`src/rtl/result_display_formatter.sv`:
```
// Formats a 16-bit calculator result as four seven-segment nibbles: range check,
// sequential shift-add-3 binary-to-BCD, leading-zero blanking and minus-sign placement.
module result_display_formatter (
  input  logic        clk,
  input  logic        reset,
  input  logic        load,
  input  logic [15:0] value,
  input  logic        signed_mode,
  input  logic        clear,
  output logic [15:0] digits,
  output logic [3:0]  extra_char,
  output logic        busy,
  output logic        valid,
  output logic        error
);

  localparam int unsigned VAL_W  = 16;
  localparam int unsigned BIN_W  = 14;
  localparam int unsigned BCD_W  = 16;
  localparam int unsigned CNT_W  = 4;
  localparam int unsigned NIB_N  = 4;
  localparam logic [CNT_W-1:0] LAST_SHIFT = CNT_W'(BIN_W - 1);
  localparam logic [VAL_W-1:0] MAX_POS    = VAL_W'(9999);
  localparam logic [VAL_W-1:0] MAX_NEG    = VAL_W'(999);
  localparam logic [BCD_W-1:0] BLANK_DIGITS = 16'h7777;
  localparam logic [BCD_W-1:0] ERR_DIGITS   = 16'hE007;
  localparam logic [3:0]       ERR_MASK     = 4'b0111;
  localparam logic [3:0]       CODE_NEG     = 4'd1;
  localparam logic [3:0]       CODE_BLANK   = 4'd7;

  typedef enum logic [1:0] {S_IDLE, S_CHECK, S_SHIFT, S_FORMAT} state_t;

  state_t             state, state_d;
  logic [VAL_W-1:0]   value_q;
  logic               signed_q;
  logic               neg_q;
  logic               err_q;
  logic [BIN_W-1:0]   bin_q;
  logic [BCD_W-1:0]   bcd_q;
  logic [CNT_W-1:0]   cnt_q;

  logic               neg_c;
  logic [VAL_W-1:0]   mag_c;
  logic               range_err_c;
  logic [BCD_W-1:0]   bcd_adj_c;
  logic [BCD_W-1:0]   fmt_digits_c;
  logic [3:0]         fmt_mask_c;
  logic               blank1_c, blank2_c, blank3_c;

  // Sign and magnitude of the captured value, plus the display range check
  always_comb begin
    neg_c       = signed_q & value_q[VAL_W-1];
    mag_c       = neg_c ? VAL_W'(~value_q + VAL_W'(1)) : value_q;
    range_err_c = neg_c ? (mag_c > MAX_NEG) : (mag_c > MAX_POS);
  end

  // Add-3 correction applied before every shift
  always_comb begin
    bcd_adj_c = bcd_q;
    for (int i = 0; i < NIB_N; i++) begin
      if (bcd_q[i*4 +: 4] >= 4'd5) bcd_adj_c[i*4 +: 4] = bcd_q[i*4 +: 4] + 4'd3;
    end
  end

  // State register
  always_ff @(posedge clk) begin
    if (reset) state <= S_IDLE;
    else       state <= state_d;
  end

  // Next-state logic
  always_comb begin
    state_d = state;
    case (state)
      S_IDLE:   if (load) state_d = S_CHECK;
      S_CHECK:  state_d = range_err_c ? S_FORMAT : S_SHIFT;
      S_SHIFT:  if (cnt_q == LAST_SHIFT) state_d = S_FORMAT;
      S_FORMAT: state_d = S_IDLE;
      default:  state_d = S_IDLE;
    endcase
    if (clear) state_d = S_IDLE;
  end

  // Display image: blank leading zeros, then put the minus sign left of the top shown digit
  always_comb begin
    blank3_c     = (bcd_q[15:12] == 4'd0);
    blank2_c     = blank3_c & (bcd_q[11:8] == 4'd0);
    blank1_c     = blank2_c & (bcd_q[7:4] == 4'd0);
    fmt_digits_c = bcd_q;
    fmt_mask_c   = 4'b0000;
    if (blank3_c) begin fmt_digits_c[15:12] = CODE_BLANK; fmt_mask_c[3] = 1'b1; end
    if (blank2_c) begin fmt_digits_c[11:8]  = CODE_BLANK; fmt_mask_c[2] = 1'b1; end
    if (blank1_c) begin fmt_digits_c[7:4]   = CODE_BLANK; fmt_mask_c[1] = 1'b1; end
    if (neg_q) begin
      if (blank1_c)      fmt_digits_c[7:4]   = CODE_NEG;
      else if (blank2_c) fmt_digits_c[11:8]  = CODE_NEG;
      else               fmt_digits_c[15:12] = CODE_NEG;
    end
    if (err_q) begin
      fmt_digits_c = ERR_DIGITS;
      fmt_mask_c   = ERR_MASK;
    end
  end

  // Datapath and registered outputs
  always_ff @(posedge clk) begin
    if (reset) begin
      value_q    <= '0;
      signed_q   <= 1'b0;
      neg_q      <= 1'b0;
      err_q      <= 1'b0;
      bin_q      <= '0;
      bcd_q      <= '0;
      cnt_q      <= '0;
      digits     <= BLANK_DIGITS;
      extra_char <= 4'b1111;
      busy       <= 1'b0;
      valid      <= 1'b0;
      error      <= 1'b0;
    end else begin
      valid <= 1'b0;
      if (clear) begin
        digits     <= BLANK_DIGITS;
        extra_char <= 4'b1111;
        busy       <= 1'b0;
        error      <= 1'b0;
      end else begin
        case (state)
          S_IDLE: begin
            if (load) begin
              value_q  <= value;
              signed_q <= signed_mode;
              busy     <= 1'b1;
            end
          end
          S_CHECK: begin
            neg_q <= neg_c;
            err_q <= range_err_c;
            bin_q <= mag_c[BIN_W-1:0];
            bcd_q <= '0;
            cnt_q <= '0;
          end
          S_SHIFT: begin
            bcd_q <= {bcd_adj_c[BCD_W-2:0], bin_q[BIN_W-1]};
            bin_q <= {bin_q[BIN_W-2:0], 1'b0};
            cnt_q <= cnt_q + CNT_W'(1);
          end
          S_FORMAT: begin
            digits     <= fmt_digits_c;
            extra_char <= fmt_mask_c;
            error      <= err_q;
            valid      <= 1'b1;
            busy       <= 1'b0;
          end
          default: ;
        endcase
      end
    end
  end

endmodule
```
`config.mk`:
```
export PLATFORM = sky130hd
export DESIGN_NAME = result_display_formatter
export DESIGN_NICKNAME = d
export VERILOG_FILES = /design/src/rtl/result_display_formatter.sv
export SDC_FILE = /design/constraint.sdc
export NUM_CORES = 1
export LEC_CHECK = 0
export CORE_MARGIN = 2
export CORE_UTILIZATION = 45
export DETAILED_ROUTE_END_ITERATION = 16
export HOLD_SLACK_MARGIN = 0.02
export PLACE_DENSITY = 0.66
export SETUP_SLACK_MARGIN = 0.4
export SLEW_MARGIN = 10
export SYNTH_ARGS = -nofsm -noshare
export SYNTH_HDL_FRONTEND = slang
export SYNTH_SLANG_ARGS = --single-unit
```
`constraint.sdc`:
```
create_clock -name clk -period 2.9 [get_ports clk]
set_clock_uncertainty 0.15 [all_clocks]
set_input_delay 0.29 -clock clk [delete_from_list [all_inputs] [get_ports clk]]
set_output_delay 0.29 -clock clk [all_outputs]
set_load 0.005 [all_outputs]
```
[Word level (Yosys, flattened, before mapping)]
Index checks and enable logic that the tools add are counted.
Storage, ports and cells
  input port bits: 21
  flip-flop bits (word level): 78
  word-level logic and storage cells: 77
Operators by class
  order comparisons: 6
  equality and inequality tests: 6
  add/sub/neg operators: 6
  bitwise logic cells: 5
  muxes and demuxes: 29
  reductions and logical operators: 12
Operator list (number)
  4-bit two-way mux: 10
  16-bit two-way mux: 2
  16-bit case mux with 2 select lines: 1
  14-bit case mux with 2 select lines: 1
  16-bit by 1-bit adder with 16-bit output (second input constant): 1
  4-bit by 3-bit >= comparator with 1-bit output (second input constant): 4
  16-bit by 10-bit > comparator with 1-bit output (second input constant): 1
  16-bit by 14-bit > comparator with 1-bit output (second input constant): 1
  16-bit inverter: 1
  4-bit by 2-bit adder with 4-bit output (second input constant): 3
  4-bit zero test: 3
  12-bit two-way mux: 1
  8-bit two-way mux: 1
  2-bit case mux with 4 select lines: 1
  4-bit case mux with 2 select lines: 1
  2-bit AND reduction: 4
  1-bit two-way mux: 7
  4-bit by 1-bit adder with 4-bit output (second input constant): 1
  2-bit equality test (second input constant): 2
  4-bit equality test (second input constant): 1
  2-bit two-way mux: 2
  2-bit != test (second input constant): 2
  2-bit nonzero test: 2
  3-bit by 2-bit adder with 3-bit output (second input constant): 1
  8 further kinds: 10

[Depth between registers and ports, before layout]
Gate-level depths: netlist of run 1.
  word-level depth: 7
  gate-level depth with buffers: 9
  depth with buffers taken out: 8

[Least setup slack after synthesis of run 1]
Ideal clock, no wire load.
  kind: reg-to-reg
  from: register value_q[0]
  to: register err_q
  setup time: 0.088 ns
  setup slack: 0.607 ns
  data arrival time: 2.055 ns
  required time: 2.662 ns
  buffers on the path: 0
  period minus slack after synthesis: 2.293 ns
  stages on the path, launching flop included: 9
  cell sequence: dfxtp_1 inv_1 ha_1 a21oi_1 mux2_4 or4_4 a2111oi_4 o2111ai_2 a311oi_2
On the way
  word-level cells in the longest chain between the ends: 5
Ends and longest elaborated chain
  from (decl): RTL line 34  | logic [VAL_W-1:0] value_q;
  from (signal assigned): RTL line 131  | value_q <= value;
  16-bit inverter: RTL line 53  | mag_c = neg_c ? VAL_W'(~value_q + VAL_W'(1)) : value_q;
  16-bit by 1-bit adder with 16-bit output: RTL line 53
  16-bit two-way mux *: RTL line 53
  16-bit by 14-bit > comparator with 1-bit output / 16-bit by 10-bit > comparator with 1-bit output (equally long branches): RTL line 54  | range_err_c = neg_c ? (mag_c > MAX_NEG) : (mag_c > MAX_POS);
  1-bit two-way mux *: RTL line 54
  to (signal assigned): RTL line 138  | err_q <= range_err_c;
  to (decl): RTL line 37  | logic err_q;
Mark *: on every way between the ends. The rest lies on a longest branch, timed or not.
A chain may end at the register's enable or synchronous reset.

[Final worst setup path of run 1]
  from: register value_q[1]
  to: register err_q
The elaborated chain is that of the path after synthesis.

==> results of run 1 <==
==> flip-flops by register name, summed over array words and instances (netlist names), 2 cells and up <==
name and cells:
bcd_q 16, bin_q 14, cnt_q 4, digits 16, extra_char 4, state 2
value_q 16
==> placed cells by master (no fill, tap or decap), types with 7 or more instances in the layout <==
master / synthesis / final
nand2_1: 90 / 89
dfxtp_1: 78 / 77
a21oi_1: 67 / 66
nor2_1: 52 / 52
clkdlybuf4s50_1: 0 / 42
o21ai_0: 29 / 29
inv_1: 19 / 18
ha_1: 16 / 15
nor3_1: 14 / 14
xnor2_1: 14 / 14
buf_4: 3 / 14
a22oi_1: 13 / 13
o211ai_1: 11 / 11
nand2b_1: 9 / 9
nand3_1: 9 / 9
clkbuf_8: 1 / 9
mux2i_1: 7 / 7
==> layout make-up <==
type                       count  area, um^2
tap                          108         135
multi-input combinational    376        2170
clock inverter                 7        57.6
timing repair buffer          57         531
fill                         820        3990
sequential                    78        1560
clock buffer                   9         124
inverter                      19        71.3
==> per-stage QoR <==
stage | hold WS (ps) | setup WS [ps]
finish | 304 | 514
global route | 321 | 405
CTS | 306 | 430
detailed placement | 294 | 445
global placement | 286 | 523
floorplan | 276 | 607
==> repair_timing <==
item,CTS,global route
endpoints found under the setup margin,1,1
endpoints found under the hold margin,0,0
resized for setup,1,5
==> cell families (layout without fill, tap and decap cells) <==
kind of cell             after synthesis  in the layout  synth area share
flip-flops                            78             78             0.395
AO/OA/AOI/OAI                        138            138             0.213
multiplexers                           8              8            0.0215
buffers and inverters                 52             92            0.0626
adder cells (fa/ha/maj)               16             16            0.0506
AND/OR/NAND/NOR                      196            196             0.218
XOR/XNOR                              18             18            0.0398
==> worst max-delay path: stages (launching register included) <==
cell	delay [ps]
dfxtp_2	350
inv_1	100
ha_4	170
a21oi_1	70
mux2_4	270
or4_4	430
a2111oi_4	310
o2111ai_2	190
a311oi_2	250
==> metal layers <==
layer / routed length (um) / track usage / vias up
li1: - / - / 1799
met1: 4390 / 0.265 / 1614
met2: 3980 / 0.308 / 86
met3: 431 / 0.0401 / 5
met4: 53 / 0.0417 / 0
met5: 0 / 0 / -
==> path summary, 6_finish.rpt <==
kind,end,depth (start not counted)
max,err_q$_SDFFE_PP0P_,8
min reg2reg,bin_q[7]$_SDFFE_PP0P_,2
min,bin_q[7]$_SDFFE_PP0P_,2
max reg2reg,err_q$_SDFFE_PP0P_,8
==> report_power, final <==
part           total [W]  switching [W]  internal (W)
clock           0.000751       0.000430      0.000321
sequential       0.00111      0.0000242       0.00109
combinational   0.000205       0.000116     0.0000898
total            0.00207       0.000569       0.00150
==> impl_metrics.csv, run 1 <==
group,metric,value,unit
sta,rsz0062_at_grt,"false",
placement,dp_cells,638,
yosys,synth-edff-count,0,
global_routing,grt_pass1_vias,3252,
clock_tree,cts_setup_buffers,0,
power_and_ir_drop,p_leak,1.66,nW
clock_tree,cts_tree,"built",
setup_path,worst-endpoint-required,3000,ps
yosys,ys_ff_latch,78,
placement,placed_area,4450,um^2
floorplan,ios,44,
setup_path,crit_arrival,2490,ps
routing,drt_iter0_markers,160,
sta,maxSlewHeadroom,0.555,
yosys,synth_common_cells,"nand2_1 (90), dfxtp_1 (78), a21oi_1 (67), nor2_1 (52), o21ai_0 (29)",
yosys,synth.largest_area_cell,"dfxtp_1",
floorplan,start_util,0.458,
routing,ant_nets,0,
worst_hold_path,hp-class,"flip-flop to flip-flop",
sta,finalSetupTns,0,ps
placement,io_buffers,43,
yosys,synth_area_leaders,"dfxtp_1 (39%), nand2_1 (8.5%), a21oi_1 (8.5%), ha_1 (5.1%), nor2_1 (4.9%)",
yosys,yosysMostFrequentCell,"nand2_1",
global_routing,grt_pass1_wl,15.3,mm
floorplan,die_h,97.8,um
sta,hold_violations,0,
sta,min_period_over_period,0.823,
yosys,ys_seq_area_frac,0.395,
power_and_ir_drop,ir_drop,0.260,mV
routing,routed_wl,8.86,mm
floorplan,dieArea,9560,um^2
clock_tree,cts_max_level,3,
floorplan,die_w,97.8,um
global_routing,antenna_found_initial,0,
clock_tree,clkLatencyLatePin,340,ps
floorplan,core,8640,um^2
setup_path,reg2reg_from,"value_q[1]$_SDFFE_PP0P_",
clock_tree,path_clk_slew,80,ps
global_routing,grtUsageTotal,0.190,
layout,area_growth,17.5,%
yosys,syn_area,3960,um^2
worst_hold_path,hold_start,"bin_q[7]$_SDFFE_PP0P_",
sta,slew_viol_final,0,
clock_tree,clock_path_buffers,2,
routing,wl_per_cell,13.5,um
layout,fin_util,0.538,
floorplan,row_count,34,
setup_path,cp-end-kind,"flip-flop",
setup_path,crit_type,"flip-flop to flip-flop",
yosys,synth_flop_cell,"dfxtp_1",
layout,layoutNonFillerInstCount,654,
placement,hpwl,6.20,mm
power_and_ir_drop,cellPowerDensity,445,nW/um^2
yosys,syn_avg_cell_area,7.82,um^2
run,cap_violations,0,
setup_path,worst-path-max-fanout,6,
yosys,synth-warning-count,0,
setup_path,ff2ff_setup_slack,510,ps
setup_path,cp-startpoint,"value_q[1]$_SDFFE_PP0P_",
clock_tree,clockRootBuffer,"clkbuf_8",
yosys,synth_cells,506,
outcome,status,"finished, final reports clean",
sta,fin_crit,2390,ps
sta,finalSetupViolCount,0,
layout,diodes,0,
layout,final_cell_area,4650,um^2
routing,drc_errors,0,
yosys,ys_types,48,
sta,fmax,419,MHz
yosys,synthesis.nets,543,
routing,vias,3504,
routing,drt_first_pass_iters,4,
clock_tree,hold_buffers,0,
global_routing,overflow,0,
yosys,synth.top_cell.area_share,0.395,
global_routing,grt_max_degree,55,
routing,via_per_inst,5.36,
yosys,synthArstFlopShare,0,
placement,gp_congestion,0.892,
layout,fin_nets,578,
power_and_ir_drop,total_power,0.00207,W
sta,worst_pin_slew,667,ps
setup_path,cp-start-kind,"flip-flop",
clock_tree,clkSinkCount,78,
clock_tree,cts_buffers,9,
layout,layout-drive-gt1-share,0.0879,
Power figures use the tool's default switching activity.
==> run 2, diff against run 1 <==
clock period = 2.48 ns   (was 2.9 ns; I/O delays follow)
==> impl_metrics.csv, run 2 (same netlist as run 1, synthesis figures left out) <==
group,metric,value,unit
outcome,status,"finished, final reports clean",
sta,hold_violations,0,
clock_tree,cts_tree,"built",
floorplan,die_w,97.8,um
run,cap_violations,0,
setup_path,cpPeakStageDelay,430,ps
sta,slew_viol_final,0,
routing,highest_layer,"met4",
layout,final_cell_mix,"nand2_1 (90), dfxtp_1 (74), a21oi_1 (67)",
setup_path,crit_arrival,2400,ps
layout,final_common_cell,"nand2_1",
layout,area_growth,20.7,%
clock_tree,path_clk_slew,90,ps
clock_tree,hold_buffers,0,
placement,gp_congestion,0.910,
placement,dp_cells,641,
routing,via_per_inst,5.38,
floorplan,core,8640,um^2
routing,wl_met3,383,um
routing,routed_wl,9.12,mm
layout,fin_nets,586,
sta,rsz0062_at_grt,"true",
floorplan,ios,44,
setup_path,crit_type,"flip-flop to flip-flop",
setup_path,worst-path-max-fanout,3,
sta,min_period_over_period,0.922,
setup_path,timing.critical_path.buf_inv,0,
sta,fmax,437,MHz
setup_path,worst-endpoint-required,2600,ps
sta,finalSetupViolCount,0,
setup_path,cp-start-kind,"flip-flop",
layout,num-fill-cells,817,
floorplan,dieArea,9560,um^2
clock_tree,clockRootBuffer,"clkbuf_8",
sta,fin_crit,2290,ps
setup_path,path_cells,"nor3_4, mux2_4, or4_4, a2111oi_4, o2111ai_2, a311oi_2",
sta,worst_pin_slew,699,ps
layout,layout-drive-gt1-share,0.119,
layout,diodes,0,
sta,finalSetupTns,0,ps
global_routing,antenna_found_initial,0,
floorplan,die_h,97.8,um
layout,multi_input_area,2240,um^2
routing,drc_errors,0,
setup_path,slowest_stage,"or4_4",
clock_tree,clkSinkCount,78,
global_routing,overflow,0,
setup_path,crit_cells,6,
layout,seqCellArea,1570,um^2
global_routing,grt_pass1_vias,3345,
routing,vias,3558,
routing,drt_iter0_markers,127,
placement,hpwl,6.28,mm
worst_hold_path,hold_path_depth,5,
global_routing,grt_pass1_wl,15.8,mm
placement,io_buffers,43,
routing,ant_nets,0,
worst_hold_path,hp-class,"primary input to flip-flop",
power_and_ir_drop,ir_drop,0.283,mV
setup_path,r2r.worst_path.cells,6,
routing,wl_met2,4.20,mm
routing,drt_first_pass_iters,5,
sta,holdWs,233,ps
sta,maxSlewHeadroom,0.532,
power_and_ir_drop,p_leak,1.72,nW
routing,wl_per_cell,13.8,um
clock_tree,cts_max_level,3,
setup_path,cp-end-kind,"flip-flop",
routing,wl_met1,4.47,mm
layout,reg_top3,"bcd_q (16), digits (16), value_q (16)",
clock_tree,clkLatencyLatePin,350,ps
clock_tree,cts_buffers,9,
global_routing,grtUsageTotal,0.198,
layout,layoutNonFillerInstCount,661,
clock_tree,clock_path_buffers,2,
setup_path,critPathTopFamily,"compound AO/OA/AOI/OAI gates",
floorplan,row_count,34,
floorplan,start_util,0.458,
power_and_ir_drop,cellPowerDensity,502,nW/um^2
global_routing,grt_max_degree,55,
[run 2: final timing paths]
check	start	endpoint	slack, ps
worst min register to register	bin_q[4]$_SDFFE_PP0P_	bin_q[4]$_SDFFE_PP0P_	300
worst min-delay path	reset	digits[14]$_SDFFE_PP1P_	230
worst max register to register	value_q[1]$_SDFFE_PP0P_	err_q$_SDFFE_PP0P_	190
worst max-delay path	value_q[1]$_SDFFE_PP0P_	err_q$_SDFFE_PP0P_	190
[run 2: worst min-delay path, stage by stage]
cell	delay, ps
buf_2	110
or2_2	110
a21oi_1	60
a21boi_0	120
o21ai_0	60
[run 2: power by group]
| group | total, W | leakage (nW) | internal, W | switching, W |
|---|---|---|---|---|
| Clock | 0.000833 | 0.0731 | 0.000354 | 0.000480 |
| Sequential | 0.00130 | 0.633 | 0.00127 | 0.0000281 |
| Combinational | 0.000268 | 1.01 | 0.000121 | 0.000147 |
| Total | 0.00240 | 1.72 | 0.00174 | 0.000655 |
[run 2: routing by layer]
layer | track usage | up-vias
met5 | 0 | -
met4 | 0.0641 | 0
met3 | 0.0408 | 6
met2 | 0.305 | 88
met1 | 0.281 | 1650
li1 | - | 1814
[run 2: per-stage QoR]
stage | instance area [um^2] | power (W) | setup WS [ps] | util
floorplan | 3980 | 0.00149 | 266 | -
global placement | 4490 | 0.00156 | 185 | 0.520
detailed placement | 4490 | 0.00157 | 155 | 0.520
CTS | 4700 | 0.00240 | 175 | 0.544
global route | 4780 | 0.00251 | 105 | 0.553
finish | 4780 | 0.00240 | 194 | 0.553
[run 2: what timing repair did]
action / 4_1_cts / 5_1_grt
pin swaps: 2 / 5
buffers inserted: 3 / 2
resized for setup: 5 / 14
endpoints found under the setup margin: 3 / 9
[run 2: layout make-up]
cell class	count	area share
multi-input cells	376	0.469
inverters	19	0.0155
clock buffers	9	0.0259
clock inverters	6	0.00838
well taps	108	0.0283
flip-flops and latches	78	0.329
repair buffers	65	0.124
==> run 3, diff against run 2 <==
GPL_TIMING_DRIVEN = 0   (was default)
==> impl_metrics.csv, run 3 (same netlist as run 1, synthesis figures left out) <==
group,metric,value,unit
layout,reg_top3,"bcd_q (16), digits (16), value_q (16)",
sta,maxSlewHeadroom,0.605,
setup_path,crit_type,"flip-flop to flip-flop",
global_routing,grt_pass1_wl,16.5,mm
clock_tree,cts_max_level,3,
sta,finalSetupTns,0,ps
clock_tree,path_clk_slew,80,ps
floorplan,die_h,97.8,um
floorplan,dieArea,9560,um^2
setup_path,crit_arrival,2440,ps
sta,rsz0062_at_grt,"true",
layout,num-fill-cells,765,
sta,min_period_over_period,0.932,
clock_tree,clock_path_buffers,2,
layout,final_common_cell,"nand2_1",
clock_tree,cts_tree,"built",
routing,routed_wl,10.4,mm
floorplan,start_util,0.458,
power_and_ir_drop,ir_drop,0.254,mV
floorplan,ios,44,
power_and_ir_drop,p_clk_frac,0.400,
power_and_ir_drop,power_frac_seq,0.474,
routing,wl_per_cell,15.0,um
placement,dp_cells,656,
global_routing,grt_max_degree,15,
layout,diodes,0,
setup_path,worst-path-max-fanout,4,
clock_tree,cts_buffers,9,
routing,drt_iter0_markers,171,
setup_path,cp-start-kind,"flip-flop",
sta,slew_viol_final,0,
setup_path,cpPeakStageDelay,430,ps
run,cap_violations,0,
routing,vias,3781,
layout,layoutNonFillerInstCount,696,
sta,hold_violations,0,
routing,drc_errors,0,
sta,holdWs,269,ps
setup_path,worst-endpoint-required,2610,ps
sta,worst_pin_slew,592,ps
worst_hold_path,hp-class,"primary input to flip-flop",
layout,area_growth,29.8,%
floorplan,die_w,97.8,um
layout,fin_nets,620,
layout,final_cell_mix,"nand2_1 (89), dfxtp_1 (72), a21oi_1 (64)",
sta,finalSetupViolCount,0,
setup_path,slowest_stage,"or4_4",
floorplan,core,8640,um^2
power_and_ir_drop,swShare,0.263,
clock_tree,clkSinkCount,78,
floorplan,row_count,34,
power_and_ir_drop,cellPowerDensity,530,nW/um^2
routing,via_per_inst,5.43,
sta,fmax,433,MHz
setup_path,path_cells,"buf_6, nor3_4, mux2_4, or4_4, a2111oi_4, o2111ai_2, a311oi_2",
global_routing,grtUsageTotal,0.211,
sta,fin_crit,2310,ps
placement,io_buffers,42,
power_and_ir_drop,p_sw,0.000716,W
placement,hpwl,7.08,mm
power_and_ir_drop,p_leak,1.89,nW
global_routing,antenna_found_initial,0,
placement,gp_congestion,0.857,
global_routing,grt_pass1_vias,3393,
clock_tree,clkLatencyLatePin,370,ps
routing,drt_first_pass_iters,5,
layout,layout-drive-gt1-share,0.170,
routing,ant_nets,0,
power_and_ir_drop,intPower,0.00201,W
setup_path,cp-end-kind,"flip-flop",
clock_tree,clockRootBuffer,"clkbuf_8",
outcome,status,"finished, final reports clean",
power_and_ir_drop,power_frac_comb,0.126,
global_routing,overflow,0,
run 3: worst max-delay path, delay by kind of cell (launching register included):
kind	cells	cell delay, ps
AO/OA/AOI/OAI	3	740
AND/OR/NAND/NOR	2	580
flip-flops	1	320
multiplexers	1	310
buffers and inverters	1	120
run 3: final timing paths:
path | start | slack (ps) | cells past startpoint | to
worst max-delay path | value_q[2]$_SDFFE_PP0P_ | 170 | 7 | err_q$_SDFFE_PP0P_
worst min-delay path | value[5] | 270 | 3 | value_q[5]$_SDFFE_PP0P_
worst max register to register | value_q[2]$_SDFFE_PP0P_ | 170 | 7 | err_q$_SDFFE_PP0P_
worst min register to register | bin_q[11]$_SDFFE_PP0P_ | 310 | 2 | bin_q[11]$_SDFFE_PP0P_
run 3: final cells by class:
cell class	count	area, um^2	area share
Clock inverter	6	93.8	0.0183
Multi-Input combinational cell	376	2310	0.450
Sequential cell	78	1570	0.306
Buffer	33	208	0.0404
Inverter	19	73.8	0.0144
Tap cell	108	135	0.0263
Timing Repair Buffer	66	614	0.120
Clock buffer	10	128	0.0248
run 3: power by group through the flow:
stage	registers [W]	clock network, W	logic (W)
2_1_floorplan	0.00131	0	0.000178
3_3_place_gp	0.00132	0	0.000255
3_5_place_dp	0.00132	0	0.000260
4_1_cts	0.00129	0.00110	0.000290
5_1_grt	0.00129	0.00115	0.000374
6_report	0.00129	0.00109	0.000344
run 3: repair_timing:
item / CTS / global route
setup buffers: 9 / 14
resized for setup: 26 / 44
endpoints found under the hold margin: 3 / 0
pin swaps: 6 / 11
setup endpoints to repair: 52 / 50
hold buffers: 1 / 0
run 3: per-stage QoR:
stage	cell area, um^2	worst slack [ps]	utilization	total power, W
3_5_place_dp	4530	-83.7	0.525	0.00158
6_report	5140	168	0.595	0.00272
4_1_cts	4910	171	0.569	0.00267
5_1_grt	5140	74.3	0.595	0.00282
2_1_floorplan	3980	266	-	0.00149
3_3_place_gp	4530	-72.8	0.525	0.00157
run 3: metal layers:
metal  track usage  vias to the layer above  part of all wire
li1              -                     1881                 -
met1         0.293                     1782              0.48
met2         0.333                      101              0.46
met3        0.0336                       17             0.045
met4        0.0812                        0             0.018
met5             0                        -                 0
